`src/rtl/rf_pkg.sv`:
```
// rf_pkg: shared register-file constants and the writeback request type.
//   RF_ADDR_W    - register address width (32 registers)
//   RF_DATA_W    - register data width
//   RF_ZERO_ADDR - hard-wired zero register, writes to it are dropped
//   rf_wr_req_t  - one writeback request {addr, data}
package rf_pkg;
    localparam int RF_ADDR_W    = 5;
    localparam int RF_DATA_W    = 32;
    localparam int RF_ZERO_ADDR = 0;
    typedef struct packed {
        logic [RF_ADDR_W-1:0] addr;
        logic [RF_DATA_W-1:0] data;
    } rf_wr_req_t;
endpackage

```
`src/rtl/rr_arbiter2.sv`:
```
// rr_arbiter2: two-way round-robin arbiter with a one-hot grant.
//   clk_i, rst_i - clock and synchronous active-high reset
//   en_i         - grants and last_grant updates are allowed only while high
//   req_i[1:0]   - request bits
//   gnt_o[1:0]   - one-hot grant, combinational from req_i and last_grant
module rr_arbiter2 #(
    parameter int FIRST_PRIO = 0
) (
    input  logic       clk_i,
    input  logic       rst_i,
    input  logic       en_i,
    input  logic [1:0] req_i,
    output logic [1:0] gnt_o
);
    logic last_grant;
    logic conflict;
    always_comb begin
        conflict = &req_i;
        gnt_o    = en_i ? (conflict ? (last_grant ? 2'b01 : 2'b10) : req_i) : 2'b00;
    end
    // last_grant moves only on a conflict, so a lone requester keeps its turn order
    always_ff @(posedge clk_i) begin
        if (rst_i)
            last_grant <= (FIRST_PRIO == 0);
        else if (en_i && conflict)
            last_grant <= gnt_o[1];
    end
endmodule

```
`src/rtl/rf_wb_arbiter.sv`:
```
// rf_wb_arbiter: shares the register-file write port between ALU and LSU writeback.
//   clk_i, rst_i            - clock and synchronous active-high reset
//   reqN_valid/addr/data_i  - writeback requests (0 = ALU, 1 = LSU)
//   reqN_ready_o            - request N accepted this cycle
//   rf_we/waddr/wdata_o     - staged write driving the register-file write port
//   fwd_addrN_i             - register-file read addresses
//   fwd_hitN_o, fwd_dataN_o - staged write bypass for each read port
//   conflict_cnt_o          - saturating count of cycles with both requests valid
//   idle_o                  - nothing requested and nothing staged
module rf_wb_arbiter
    import rf_pkg::*;
#(
    parameter int DATA_W     = RF_DATA_W,
    parameter int ADDR_W     = RF_ADDR_W,
    parameter int CNT_W      = 16,
    parameter int FIRST_PRIO = 0
) (
    input  logic              clk_i,
    input  logic              rst_i,
    input  logic              req0_valid_i,
    input  logic [ADDR_W-1:0] req0_addr_i,
    input  logic [DATA_W-1:0] req0_data_i,
    output logic              req0_ready_o,
    input  logic              req1_valid_i,
    input  logic [ADDR_W-1:0] req1_addr_i,
    input  logic [DATA_W-1:0] req1_data_i,
    output logic              req1_ready_o,
    output logic              rf_we_o,
    output logic [ADDR_W-1:0] rf_waddr_o,
    output logic [DATA_W-1:0] rf_wdata_o,
    input  logic [ADDR_W-1:0] fwd_addr1_i,
    input  logic [ADDR_W-1:0] fwd_addr2_i,
    output logic              fwd_hit1_o,
    output logic              fwd_hit2_o,
    output logic [DATA_W-1:0] fwd_data1_o,
    output logic [DATA_W-1:0] fwd_data2_o,
    output logic [CNT_W-1:0]  conflict_cnt_o,
    output logic              idle_o
);
    localparam logic [ADDR_W-1:0] ZERO = ADDR_W'(RF_ZERO_ADDR);
    logic [1:0]        gnt;
    logic [ADDR_W-1:0] win_addr;
    logic [DATA_W-1:0] win_data;
    rr_arbiter2 #(.FIRST_PRIO(FIRST_PRIO)) u_arb (
        .clk_i (clk_i),
        .rst_i (rst_i),
        .en_i  (!rst_i),
        .req_i ({req1_valid_i, req0_valid_i}),
        .gnt_o (gnt)
    );
    always_comb begin
        req0_ready_o = gnt[0];
        req1_ready_o = gnt[1];
        win_addr     = gnt[1] ? req1_addr_i : req0_addr_i;
        win_data     = gnt[1] ? req1_data_i : req0_data_i;
        fwd_hit1_o   = rf_we_o && (rf_waddr_o == fwd_addr1_i) && (fwd_addr1_i != ZERO);
        fwd_hit2_o   = rf_we_o && (rf_waddr_o == fwd_addr2_i) && (fwd_addr2_i != ZERO);
        fwd_data1_o  = fwd_hit1_o ? rf_wdata_o : '0;
        fwd_data2_o  = fwd_hit2_o ? rf_wdata_o : '0;
        idle_o       = !req0_valid_i && !req1_valid_i && !rf_we_o;
    end
    // x0 writes are accepted but never raise the write enable
    always_ff @(posedge clk_i) begin
        if (rst_i) begin
            rf_we_o    <= 1'b0;
            rf_waddr_o <= '0;
            rf_wdata_o <= '0;
        end else if (|gnt) begin
            rf_we_o    <= (win_addr != ZERO);
            rf_waddr_o <= win_addr;
            rf_wdata_o <= win_data;
        end else begin
            rf_we_o    <= 1'b0;
        end
    end
    always_ff @(posedge clk_i) begin
        if (rst_i)
            conflict_cnt_o <= '0;
        else if (req0_valid_i && req1_valid_i && (conflict_cnt_o != {CNT_W{1'b1}}))
            conflict_cnt_o <= conflict_cnt_o + 1'b1;
    end
endmodule

```
`config.mk`:
```
export PLATFORM = sky130hd
export DESIGN_NAME = rf_wb_arbiter
export DESIGN_NICKNAME = d
export VERILOG_FILES = /design/src/rtl/rf_pkg.sv /design/src/rtl/rr_arbiter2.sv /design/src/rtl/rf_wb_arbiter.sv
export SDC_FILE = /design/constraint.sdc
export NUM_CORES = 1
export LEC_CHECK = 0
export CORE_ASPECT_RATIO = 1.4
export CORE_MARGIN = 4
export CORE_UTILIZATION = 33
export CTS_BUF_LIST = sky130_fd_sc_hd__clkbuf_4 sky130_fd_sc_hd__clkbuf_8
export DETAILED_ROUTE_END_ITERATION = 16
export PLACE_DENSITY = 0.9
export SETUP_SLACK_MARGIN = 0.1
export SYNTH_ARGS = -nofsm -noshare
export SYNTH_HDL_FRONTEND = slang
export SYNTH_SLANG_ARGS = --single-unit
```
`constraint.sdc`:
```
create_clock -name clk_i -period 1.9 [get_ports clk_i]
set_input_delay 0.285 -clock clk_i [delete_from_list [all_inputs] [get_ports clk_i]]
set_output_delay 0.285 -clock clk_i [all_outputs]
set_load 0.05 [all_outputs]
```
Word-level counts from Yosys, hierarchy flattened. Index checks and enable logic that the tools add are counted.

Add/sub/neg operators: 1. Eq/ne operators: 3. Muxes and demuxes: 7. Bitwise gates (word level): 1. Reductions and logical operators: 19.

Operators with widths (count): 32-bit 2-to-1 mux (3); 16-bit by 1-bit adder with 16-bit output, second input constant (1); 16-bit != test, second input constant (1); 5-bit nonzero test (3); 5-bit equality test (2); 1-bit logical AND (9); 2-bit 2-to-1 mux (3); 5-bit 2-to-1 mux (1); 1-bit zero test (4); 2-bit OR reduction (2); 2-bit AND reduction (1); 1-bit NOT (1).

Flip-flop bits (word level): 55. Output and inout bits: 123. Word-level logic and storage cells: 36.

Longest topological paths before layout. Gate-level depths: netlist of run 1.

Depth after elaboration: 6. Depth in mapped cells: 8.

Modules after synthesis. A second synthesis of run 1 with hierarchy kept.

Cells, all modules: 401. Area total of the unflattened synthesis: 3118.0 um^2.

By module, submodules not included: rf_wb_arbiter (instances 1, cells an instance 392, area each 3054.2 um^2, sequential area each 1081.0 um^2); rr_arbiter2 (instances 1, cells an instance 9, area each 63.8 um^2, sequential area each 20.0 um^2).

Least setup slack after synthesis of run 1. Ideal clock, no wire load.

Kind: register to output. From: register rf_waddr_o[0]. To: output fwd_data1_o[22]. Data arrival time: 2.570 ns. Data required time: 1.615 ns. Slack: -0.955 ns. Stages on the path, launching flop included: 6. Path buffers: 1. Cell sequence: dfxtp_1 nor4_1 or3_1 a211oi_2 clkbuf_1 and2_1.

Longest elaborated chain between the ends: 4.

RTL lines: from (decl) (line rf_wb_arbiter.sv:29) `output logic [ADDR_W-1:0] rf_waddr_o,`; from (signal assigned) (line rf_wb_arbiter.sv:70) `rf_waddr_o <= win_addr;`; 5-bit equality test (line rf_wb_arbiter.sv:56) `fwd_hit1_o = rf_we_o && (rf_waddr_o == fwd_addr1_i) && (fwd_addr1_i != ZERO);`; 1-bit logical AND (2 in series) (line rf_wb_arbiter.sv:56); named net fwd_hit1_o (line rf_wb_arbiter.sv:33) `output logic fwd_hit1_o,`; 32-bit 2-to-1 mux (line rf_wb_arbiter.sv:58) `fwd_data1_o = fwd_hit1_o ? rf_wdata_o : '0;`; to (decl) (line rf_wb_arbiter.sv:35) `output logic [DATA_W-1:0] fwd_data1_o,`.

The timed path passes the listed nets, and every way through them passes these cells.

Worst setup path in the final report of run 1.
From: register rf_waddr_o[3]. To: output fwd_data2_o[26].

Longest elaborated chain between the ends: 4.

RTL lines: 5-bit equality test (line rf_wb_arbiter.sv:57) `fwd_hit2_o = rf_we_o && (rf_waddr_o == fwd_addr2_i) && (fwd_addr2_i != ZERO);`; 1-bit logical AND (2 in series) (line rf_wb_arbiter.sv:57); 32-bit 2-to-1 mux (line rf_wb_arbiter.sv:59) `fwd_data2_o = fwd_hit2_o ? rf_wdata_o : '0;`; to (decl) (line rf_wb_arbiter.sv:36) `output logic [DATA_W-1:0] fwd_data2_o,`.

Every way passes these cells.

==> impl_metrics.ini, run 1 <==
[global_route]
gr-usage-met3_pct = 5.86
gr-usage-met2_pct = 47.5
grt_pass1_vias = 4068
gr-total-overflow = 0
antenna_found_initial = 0
grt_pass1_wl_mm = 21.5
grt_max_degree = 26
top_usage_layer = met2
use_met1_pct = 26.8
grt_use_total_pct = 26.0

[sta]
finalSetupViolCount = 66
layout_setup_ws_ns = -0.406
rsz0062_at_grt = true
period_minus_slack_ns = 2.31
fmax_mhz = 434
fin_worst_skew_ns = 0.0117
worst_pin_slew_ns = 0.537
hold_slack_ns = 0.467
hold_viol_final = 0
fin_crit_sh_pct = 121
max_slew_margin_pct = 63.3
drv_slew = 0

[route]
route.detailed.vias_per_inst = 5.48
routed_wl_mm = 15.0
drc = 0
drt-pass1-iter-count = 5
drt_iter0_drc = 242
ant_nets = 0
via_count = 3907
avgRoutedWirePerCell_um = 21.1

[critical_path]
path_cells = buf_4 -> xnor2_1 -> nand3_1 -> a211oi_4 -> buf_4 -> buf_8 -> and2_4 -> buf_12
cp_common_cell = buf_4
crit_path_start_kind = register
required_ns = 1.62
crit_path_max_incr_delay_ns = 0.38
reg2reg_from = conflict_cnt_o[1]$_SDFFE_PP0P_
crit_path_end_kind = output port
reg2reg_slack_ns = 0.13
reg2reg_depth = 7
critPathArrivalTime_ns = 2.02
r2r_end = conflict_cnt_o[6]$_SDFFE_PP0P_
crit_slowest_cell = dfxtp_4
path_class = register to output port
critPathMaxFanout = 9

[yosys]
synthAdderAreaFrac_pct = 0.420
synth_warnings = 0
ys_types = 48
synth_top_area_share_pct = 36.9
synth-xor-area-share_pct = 2.94
avgSynthCellArea_um2 = 8.17
synth_fp_nets = 454
synth_mux_area_share_pct = 1.01
ys_seq_area_share_pct = 36.9
synthSimpleGateAreaFrac_pct = 31.1
synthArstFlopShare_pct = 0
synth_cells = 365
synth-seq-cells = 55
synth-edff-count = 0
synth.area.top_cells = dfxtp_1 37%, and2_1 14%, a22oi_1 7.1%
synthesis.area_um2 = 2980
yosysTopAreaCell = dfxtp_1
synth_compound_area_share_pct = 22.8
synthFlopType = dfxtp_1
synth_top_family_by_area = simple AND/OR/NAND/NOR gates

[layout]
final_area_um2 = 6700
area_delta_synth_final_pct = 125
final_nets = 696
num-fill-cells = 531
layout_common_cells = 85 x clkdlybuf4s50_1, 74 x buf_12, 64 x and2_4, 43 x nand2_1, 43 x buf_4
n_antenna_cell = 0
drive_above_1_share_pct = 41.0
fin_util_pct = 76.9
final_common_cell = clkdlybuf4s50_1

[outcome]
violations = negative setup slack
outcome = complete, but fails checks

[clock_tree]
clockBufferDepth = 2
path_clk_slew_ns = 0.10
cts_tree = done
cts_sinks = 55
root_buffer = clkbuf_8
clock_latency_ns = 0.30
htreeDepth = 2
cts_buffers = 5
cts-hold-fix-buffers = 0

[place]
gp_congestion = 0.904
hpwl_mm = 10.9
portBuffers = 210
pre_cts_slack_ns = -0.365
post_dp_cell_area_um2 = 6260

[min_path]
hp-class = input pin to register
min_to = rf_waddr_o[2]$_SDFFE_PP0P_
min_from = rst_i
min_path_cells = 3

[job]
cap_violations = 0

[floorplan]
fp.dieArea_um2 = 10600
core-area_um2 = 8710
die_x_um = 88.3
boundaryPins = 211
start_util_pct = 34.2
num_rows = 40
die_h_um = 120

[pwr]
p_leak_nw = 2.83
p_per_area_nw_per_um2 = 429
irDropWorstVdd_uv = 325
power by group:
group          switching, mW  total, mW  internal [mW]
Sequential            0.0765       1.29           1.21
Combinational          0.501      0.917          0.416
Clock                  0.377      0.672          0.296
stage by stage:
stage | power (mW) | cells | setup TNS, ns
after floorplan | 1.74 | 365 | -1.27
after global placement | 2.17 | 683 | -20.32
after detailed placement | 2.20 | 683 | -24.30
after CTS | 2.87 | 704 | -21.98
after global routing | 2.99 | 713 | -28.52
final | 2.87 | 713 | -24.55
logic make-up after synthesis:
logic type,count (synthesis)
AO/OA/AOI/OAI,100
XOR/XNOR,10
adder cells (fa/ha/maj),1
buffers and inverters,29
flip-flops,55
multiplexers,3
AND/OR/NAND/NOR,167
layer usage:
layer / up-vias / share of wire [%]
met4: 0 / 5.8
met3: 60 / 8.5
met2: 244 / 53
met1: 1817 / 33
met5: - / 0
li1: 1786 / -
cells in the mapped netlist (2+ instances only):
cell,instances
a211oi_1,4
a21oi_1,33
a222oi_1,4
a22oi_1,28
a311oi_1,5
and2_1,66
and3_1,2
buf_1,2
buf_2,7
buf_4,2
clkbuf_1,13
clkbuf_8,2
dfxtp_1,55
inv_1,2
mux2i_1,3
nand2_1,43
nand2b_1,3
nand3_1,8
nand4_1,2
nor2_1,15
nor3_1,3
nor3b_1,2
nor4_1,2
o21ai_0,14
o31ai_1,4
or2_2,2
or3_1,6
or4_1,5
xnor2_1,9
cell type report:
type | instances | area [um^2] | area share (%)
Multi-Input combinational cell | 281 | 1990 | 29.8
Inverter | 3 | 12.5 | 0.187
Tap cell | 105 | 131 | 1.96
Timing Repair Buffer | 261 | 3310 | 49.5
Clock buffer | 7 | 83.8 | 1.25
Sequential cell | 55 | 1150 | 17.2
Clock inverter | 1 | 8.76 | 0.131
flip-flops by register name, indices dropped and copies added, names as in the netlist:
name and flops:
rf_we_o 1, rf_waddr_o 5, rf_wdata_o 32, conflict_cnt_o 16
u_arb.last_grant 1
how the worst max path moves through the flow:
stage	startpoint	endpoint	slack, ns	cells after the start
4_1_cts	rf_waddr_o[0]$_SDFFE_PP0P_	fwd_data2_o[26]	-0.36	7
6_report	rf_waddr_o[3]$_SDFFE_PP0P_	fwd_data2_o[26]	-0.41	8
3_3_place_gp	fwd_addr2_i[4]	fwd_data2_o[28]	-0.31	6
2_1_floorplan	rf_waddr_o[1]$_SDFFE_PP0P_	fwd_data2_o[22]	-0.05	5
5_1_grt	rf_waddr_o[0]$_SDFFE_PP0P_	fwd_data2_o[5]	-0.46	7
3_5_place_dp	fwd_addr2_i[4]	fwd_data2_o[26]	-0.36	6
what timing repair did:
action | 4_1_cts | 5_1_grt
hold endpoints to repair | 0 | 0
gates resized for setup | 59 | 13
pin swaps | 3 | 8
endpoints found under the setup margin | 104 | 79
buffers inserted | 10 | 5
cloned | 3 | 4
worst max-delay path, delay by kind of cell (launching register included):
| family | cells | cell delay, ns |
|---|---|---|
| buffers and inverters | 4 | 0.57 |
| DFF | 1 | 0.38 |
| and+or+nand+nor | 2 | 0.31 |
| AOI/OAI and AO/OA | 1 | 0.25 |
| xor gates and xnor gates | 1 | 0.19 |
No activity file was read; power rests on OpenSTA's default activity.
==> run 2, diff against run 1 <==
--- a/config.mk
+++ b/config.mk
@@ -10,6 +10,7 @@
 export CORE_UTILIZATION = 33
 export CTS_BUF_LIST = sky130_fd_sc_hd__clkbuf_4 sky130_fd_sc_hd__clkbuf_8
 export DETAILED_ROUTE_END_ITERATION = 16
+export GPL_TIMING_DRIVEN = 0
 export PLACE_DENSITY = 0.9
 export SETUP_SLACK_MARGIN = 0.1
 export SYNTH_ARGS = -nofsm -noshare
==> run 2 against run 1 <==
Net effect: the flow still finishes with violations (negative setup slack); wire length rose by 1.3%; final cell count did not move; via count rose by 1.3%; non-clock buffer count fell by 1; final area fell by 5.6%; first-iteration DRC count fell by 14%; total power rose by 3.5%; die area did not move; critical endpoint is now fwd_data1_o[24]; largest cell class unchanged; largest power group unchanged; highest routed layer unchanged.
==> impl_metrics.ini, run 2 (same netlist as run 1, synthesis figures left out) <==
[outcome]
outcome = complete, but fails checks
violations = negative setup slack

[sta]
layout_setup_ws_ns = -0.408
fin_crit_sh_pct = 121
rsz0062_at_grt = true
hold_viol_final = 0
fmax_mhz = 433
worst_pin_slew_ns = 0.526
period_minus_slack_ns = 2.31
fin_worst_skew_ns = 0.00687
drv_slew = 0
max_slew_margin_pct = 64.1
finalSetupViolCount = 66

[layout]
final_common_cell = clkdlybuf4s50_1
final_nets = 695
layout_common_cells = 84 x clkdlybuf4s50_1, 70 x buf_8, 64 x and2_4, 49 x dlygate4sd2_1, 43 x nand2_1
drive_above_1_share_pct = 38.4
final_area_um2 = 6320
regMostFlops = rf_wdata_o
largest_reg_flops = 32
area_delta_synth_final_pct = 112
top_regs = rf_wdata_o x32, conflict_cnt_o x16, rf_waddr_o x5

[floorplan]
fp.dieArea_um2 = 10600
die_x_um = 88.3
core-area_um2 = 8710
boundaryPins = 211
die_h_um = 120
num_rows = 40
start_util_pct = 34.2

[clock_tree]
cts_sinks = 55
path_clk_slew_ns = 0.10
root_buffer = clkbuf_8
htreeDepth = 2
cts-hold-fix-buffers = 0
cts_buffers = 5
clockBufferDepth = 2
clock_latency_ns = 0.30
cts_tree = done

[critical_path]
required_ns = 1.62
critPathArrivalTime_ns = 2.02
crit_path_end_kind = output port
cp_common_cell = buf_12
crit_path_start_kind = register
cp.buffers_inverters = 4
path_class = register to output port
critPathMaxFanout = 8
cp_top_family = buffers and inverters
path_cells = buf_12 -> xnor2_2 -> nand3_2 -> a211oi_4 -> buf_6 -> clkbuf_8 -> and2_4 -> buf_12
crit_path_max_incr_delay_ns = 0.37
crit_slowest_cell = dfxtp_4

[global_route]
grt_pass1_vias = 3859
grt_max_degree = 18
grt_use_total_pct = 25.1
antenna_found_initial = 1
grt_pass1_wl_mm = 20.8
gr-total-overflow = 0

[place]
portBuffers = 208
post_dp_cell_area_um2 = 5470
gp_congestion = 0.900
hpwl_mm = 10.3

[route]
drt_iter0_drc = 209
ant_nets = 0
route.detailed.vias_per_inst = 5.55
via_count = 3957
drt-pass1-iter-count = 6
avgRoutedWirePerCell_um = 21.4
drc = 0
routed_wl_mm = 15.2

[pwr]
finalPower_mw = 2.97
p_leak_nw = 2.76
p_per_area_nw_per_um2 = 471
irDropWorstVdd_uv = 331

[job]
cap_violations = 0

[min_path]
hp-class = input pin to register
## run 2: changes by cell type in the layout (fill, tap and decap cells not counted), moves of 3 or more
cell and change:
buf_12 -70, buf_8 +69, buf_4 -22, dlygate4sd2_1 +12, clkbuf_1 +7, clkbuf_8 +4, buf_16 -3, buf_6 -3
## run 2: final timing paths
kind,start,endpoint,slack (ns),cells after the start
hold / removal,req1_valid_i,conflict_cnt_o[10]$_SDFFE_PP0P_,0.42,5
setup reg to reg,conflict_cnt_o[7]$_SDFFE_PP0P_,conflict_cnt_o[11]$_SDFFE_PP0P_,0.19,4
hold reg to reg,conflict_cnt_o[12]$_SDFFE_PP0P_,conflict_cnt_o[12]$_SDFFE_PP0P_,0.49,1
setup / recovery,rf_waddr_o[2]$_SDFFE_PP0P_,fwd_data1_o[24],-0.41,8
## run 2: final cells by class
| cell class | count | area, um^2 |
|---|---|---|
| inverters | 3 | 16.3 |
| plain buffers | 26 | 269 |
| repair buffers | 234 | 2640 |
| fillers | 602 | 2390 |
| diodes | 1 | 2.50 |
| clock inverters | 3 | 43.8 |
| clock buffers | 5 | 68.8 |
| multi-input cells | 281 | 2000 |
| well taps | 105 | 131 |
| flip-flops and latches | 55 | 1150 |
## run 2: where the power goes
| part | leakage [nW] | internal (mW) | switching, mW |
|---|---|---|---|
| sequential | 0.462 | 1.21 | 0.0782 |
| clock | 0.0581 | 0.393 | 0.398 |
| combinational | 2.24 | 0.390 | 0.506 |
| total | 2.76 | 1.99 | 0.982 |
## run 2: per-layer routing
layer	track usage, %	wire length, um	up-vias
met4	7.28	427	0
met3	4.02	1240	28
met2	48.4	8310	226
li1	-	-	1788
met1	27.1	5250	1915
met5	0	0	-
## run 2: what timing repair did
action,in CTS,in global routing
gates cloned,3,1
buffers inserted,15,7
pin swaps,8,6
setup endpoints to repair,151,88
resized for setup,612,36
## run 2: worst reg2reg max path, delay by kind of cell (launching register included)
kind / cells / cell delay (ns)
AND/OR/NAND/NOR: 3 / 1.10
AO/OA/AOI/OAI: 1 / 0.14
flip-flops: 1 / 0.40
## run 2: stage by stage
| step | cells | hold slack [ns] | util, % | TNS [ns] | setup WS (ns) |
|---|---|---|---|---|---|
| 2_1_floorplan | 365 | 0.394 | - | -1.27 | -0.0525 |
| 5_1_grt | 713 | 0.484 | 72.6 | -26.74 | -0.446 |
| 3_3_place_gp | 678 | 0.468 | 62.9 | -83.26 | -1.24 |
| 6_report | 713 | 0.424 | 72.6 | -23.64 | -0.408 |
| 4_1_cts | 704 | 0.405 | 70.4 | -23.15 | -0.385 |
| 3_5_place_dp | 678 | 0.472 | 62.9 | -85.80 | -1.25 |
==> run 3, diff against run 2 <==
--- a/config.mk
+++ b/config.mk
@@ -7,11 +7,11 @@
 export LEC_CHECK = 0
 export CORE_ASPECT_RATIO = 1.4
 export CORE_MARGIN = 4
-export CORE_UTILIZATION = 33
+export CORE_UTILIZATION = 39
 export CTS_BUF_LIST = sky130_fd_sc_hd__clkbuf_4 sky130_fd_sc_hd__clkbuf_8
 export DETAILED_ROUTE_END_ITERATION = 16
 export GPL_TIMING_DRIVEN = 0
-export PLACE_DENSITY = 0.9
+export PLACE_DENSITY = 0.95
 export SETUP_SLACK_MARGIN = 0.1
 export SYNTH_ARGS = -nofsm -noshare
 export SYNTH_HDL_FRONTEND = slang
==> constraint.sdc (replaced) <==
create_clock -name clk_i -period 2.95 [get_ports clk_i]
set_input_delay 0.4425 -clock clk_i [delete_from_list [all_inputs] [get_ports clk_i]]
set_output_delay 0.4425 -clock clk_i [all_outputs]
set_load 0.05 [all_outputs]
==> run 3 against run 2 <==
Net effect: global-route usage rose by 1.9 points; via count fell by 6.9%; critical path type is now input pin to output port; the run now ends clean; register-to-register slack improved by 0.43 ns; sequential cell count did not move; first-iteration DRC count fell by 31%.
==> impl_metrics.ini, run 3 (same netlist as run 1, synthesis figures left out) <==
[min_path]
min_path_cells = 2
hp-class = register to register
min_to = rf_wdata_o[7]$_SDFFE_PP0P_
min_from = rf_wdata_o[7]$_SDFFE_PP0P_

[route]
route.detailed.vias_per_inst = 5.44
ant_nets = 0
drt-pass1-iter-count = 5
drt_iter0_drc = 145
routed_wl_mm = 12.7
avgRoutedWirePerCell_um = 18.7
via_count = 3682
drc = 0

[sta]
max_slew_margin_pct = 44.1
drv_slew = 0
period_minus_slack_ns = 2.84
rsz0062_at_grt = true
worst_pin_slew_ns = 0.837
fin_crit_sh_pct = 96.2
fin_worst_skew_ns = 0.00984
finalSetupViolCount = 0
layout_setup_ws_ns = 0.111
fmax_mhz = 352
hold_viol_final = 0

[global_route]
grt_pass1_vias = 3672
antenna_found_initial = 0
grt_max_degree = 17
gr-total-overflow = 0
grt_use_total_pct = 26.9
grt_pass1_wl_mm = 19.1

[layout]
instances_no_fill = 677
top_regs = rf_wdata_o x32, conflict_cnt_o x16, rf_waddr_o x5
final_area_um2 = 5030
layout_common_cells = 140 x clkdlybuf4s50_1, 66 x and2_1, 61 x buf_2, 52 x dfxtp_1, 43 x nand2_1
largest_reg_flops = 32
n_antenna_cell = 0
drive_above_1_share_pct = 17.1
final_common_cell = clkdlybuf4s50_1
regMostFlops = rf_wdata_o
final_nets = 668
area_delta_synth_final_pct = 68.8

[clock_tree]
htreeDepth = 2
cts_tree = done
cts_sinks = 55
clock_latency_ns = 0.30
cts_setup_buffers = 0
cts_buffers = 5
path_clk_slew_ns = 0.10
root_buffer = clkbuf_8
clockBufferDepth = 2

[floorplan]
fp.dieArea_um2 = 9120
die_h_um = 111
start_util_pct = 40.2
die_x_um = 81.9
num_rows = 37
boundaryPins = 211
core-area_um2 = 7410

[critical_path]
r2r_end = conflict_cnt_o[1]$_SDFFE_PP0P_
reg2reg_from = conflict_cnt_o[0]$_SDFFE_PP0P_
reg2reg_slack_ns = 0.62
crit_path_end_kind = output port
cp.buffers_inverters = 3
required_ns = 2.51
critPathArrivalTime_ns = 2.40
path_cells = clkdlybuf4s50_1 -> or3_1 -> a211oi_4 -> clkbuf_4 -> and2_1 -> clkdlybuf4s18_2
crit_path_max_incr_delay_ns = 0.41
cp_top_family = buffers and inverters
crit_slowest_cell = clkdlybuf4s50_1
reg2reg_depth = 6
critPathMaxFanout = 10
path_class = input pin to output port
crit_path_start_kind = input pin

[pwr]
irDropWorstVdd_uv = 304
power_frac_clock_pct = 23.7
power.internal_mw = 1.19
switchingPower_mw = 0.586
p_comb_share_pct = 29.6
p_per_area_nw_per_um2 = 353
p_leak_nw = 2.03
swShare_pct = 33.0
seqPwrFrac_pct = 46.7

[place]
placed_cells = 670
portBuffers = 208
post_dp_cell_area_um2 = 5180
pre_cts_slack_ns = -0.663
gp_congestion = 0.942
hpwl_mm = 10.2

[job]
cap_violations = 0

[outcome]
outcome = finished clean
-- run 3: changes by cell type in the layout (fill, tap and decap cells not counted), sizes merged --
cell and change:
clkbuf +1, clkdlybuf4s50 +56, buf -39, bufinv -1, clkdlybuf4s18 +3, clkinv -1
dlymetal6s2s -6, dlygate4sd2 -43, clkdlybuf4s15 +2, diode -1, clkinvlp +1
-- run 3: what timing repair did --
action | CTS | global route
hold buffers | 0 | 0
resized for setup | 204 | 122
setup endpoints to repair | 68 | 62
-- run 3: routing by layer --
metal / share of wire, % / track usage [%] / wire, um
met5: 0 / 0 / 0
met4: 4.8 / 14.4 / 606
met3: 9.6 / 7.93 / 1220
met2: 49 / 45.3 / 6200
met1: 37 / 29.7 / 4670
-- run 3: final cells by class --
cell class                      instances  area, um^2
Tap cell                               97         121
Buffer                                 25         151
Clock inverter                          2        12.5
Multi-Input combinational cell        281        1750
Fill cell                             625        2380
Sequential cell                        55        1100
Clock buffer                            6        76.3
Timing Repair Buffer                  208        1800
Inverter                                3        11.3
-- run 3: worst reg2reg max path, cell delays in order (launching register included) --
cell     delay, ns
dfxtp_1       0.42
ha_1          0.21
nand4_1       0.43
o41ai_4       0.66
buf_4         0.26
mux2i_1       0.20
nor2_1        0.05
-- run 3: through the flow --
stage | setup TNS, ns | util (%) | power [mW] | hold WS, ns
after detailed placement | -33.20 | 70.0 | 1.37 | 0.472
final | 0 | 67.9 | 1.78 | 0.488
after floorplan | 0 | - | 1.11 | 0.508
after CTS | 0 | 72.2 | 1.79 | 0.485
after global placement | -31.82 | 70.0 | 1.35 | 0.467
after global routing | 0 | 67.9 | 1.85 | 0.509
-- run 3: power groups by stage --
stage,registers (mW),logic [mW],clock network (mW)
global route,0.836,0.553,0.460
finish,0.831,0.526,0.421
global placement,0.843,0.511,0
CTS,0.829,0.528,0.430
detailed placement,0.846,0.522,0
floorplan,0.965,0.144,0
-- run 3: how the worst max path moves through the flow --
stage                               startpoint              end  slack [ns]  cells after the start
floorplan           rf_waddr_o[0]$_SDFFE_PP0P_  fwd_data2_o[22]        0.13                      5
global placement                fwd_addr2_i[4]  fwd_data2_o[20]       -0.64                      6
detailed placement              fwd_addr2_i[4]  fwd_data2_o[15]       -0.66                      6
CTS                             fwd_addr2_i[4]  fwd_data2_o[30]        0.10                      6
global route                    fwd_addr2_i[4]  fwd_data2_o[19]        0.04                      6
finish                          fwd_addr1_i[4]  fwd_data1_o[13]        0.11                      6
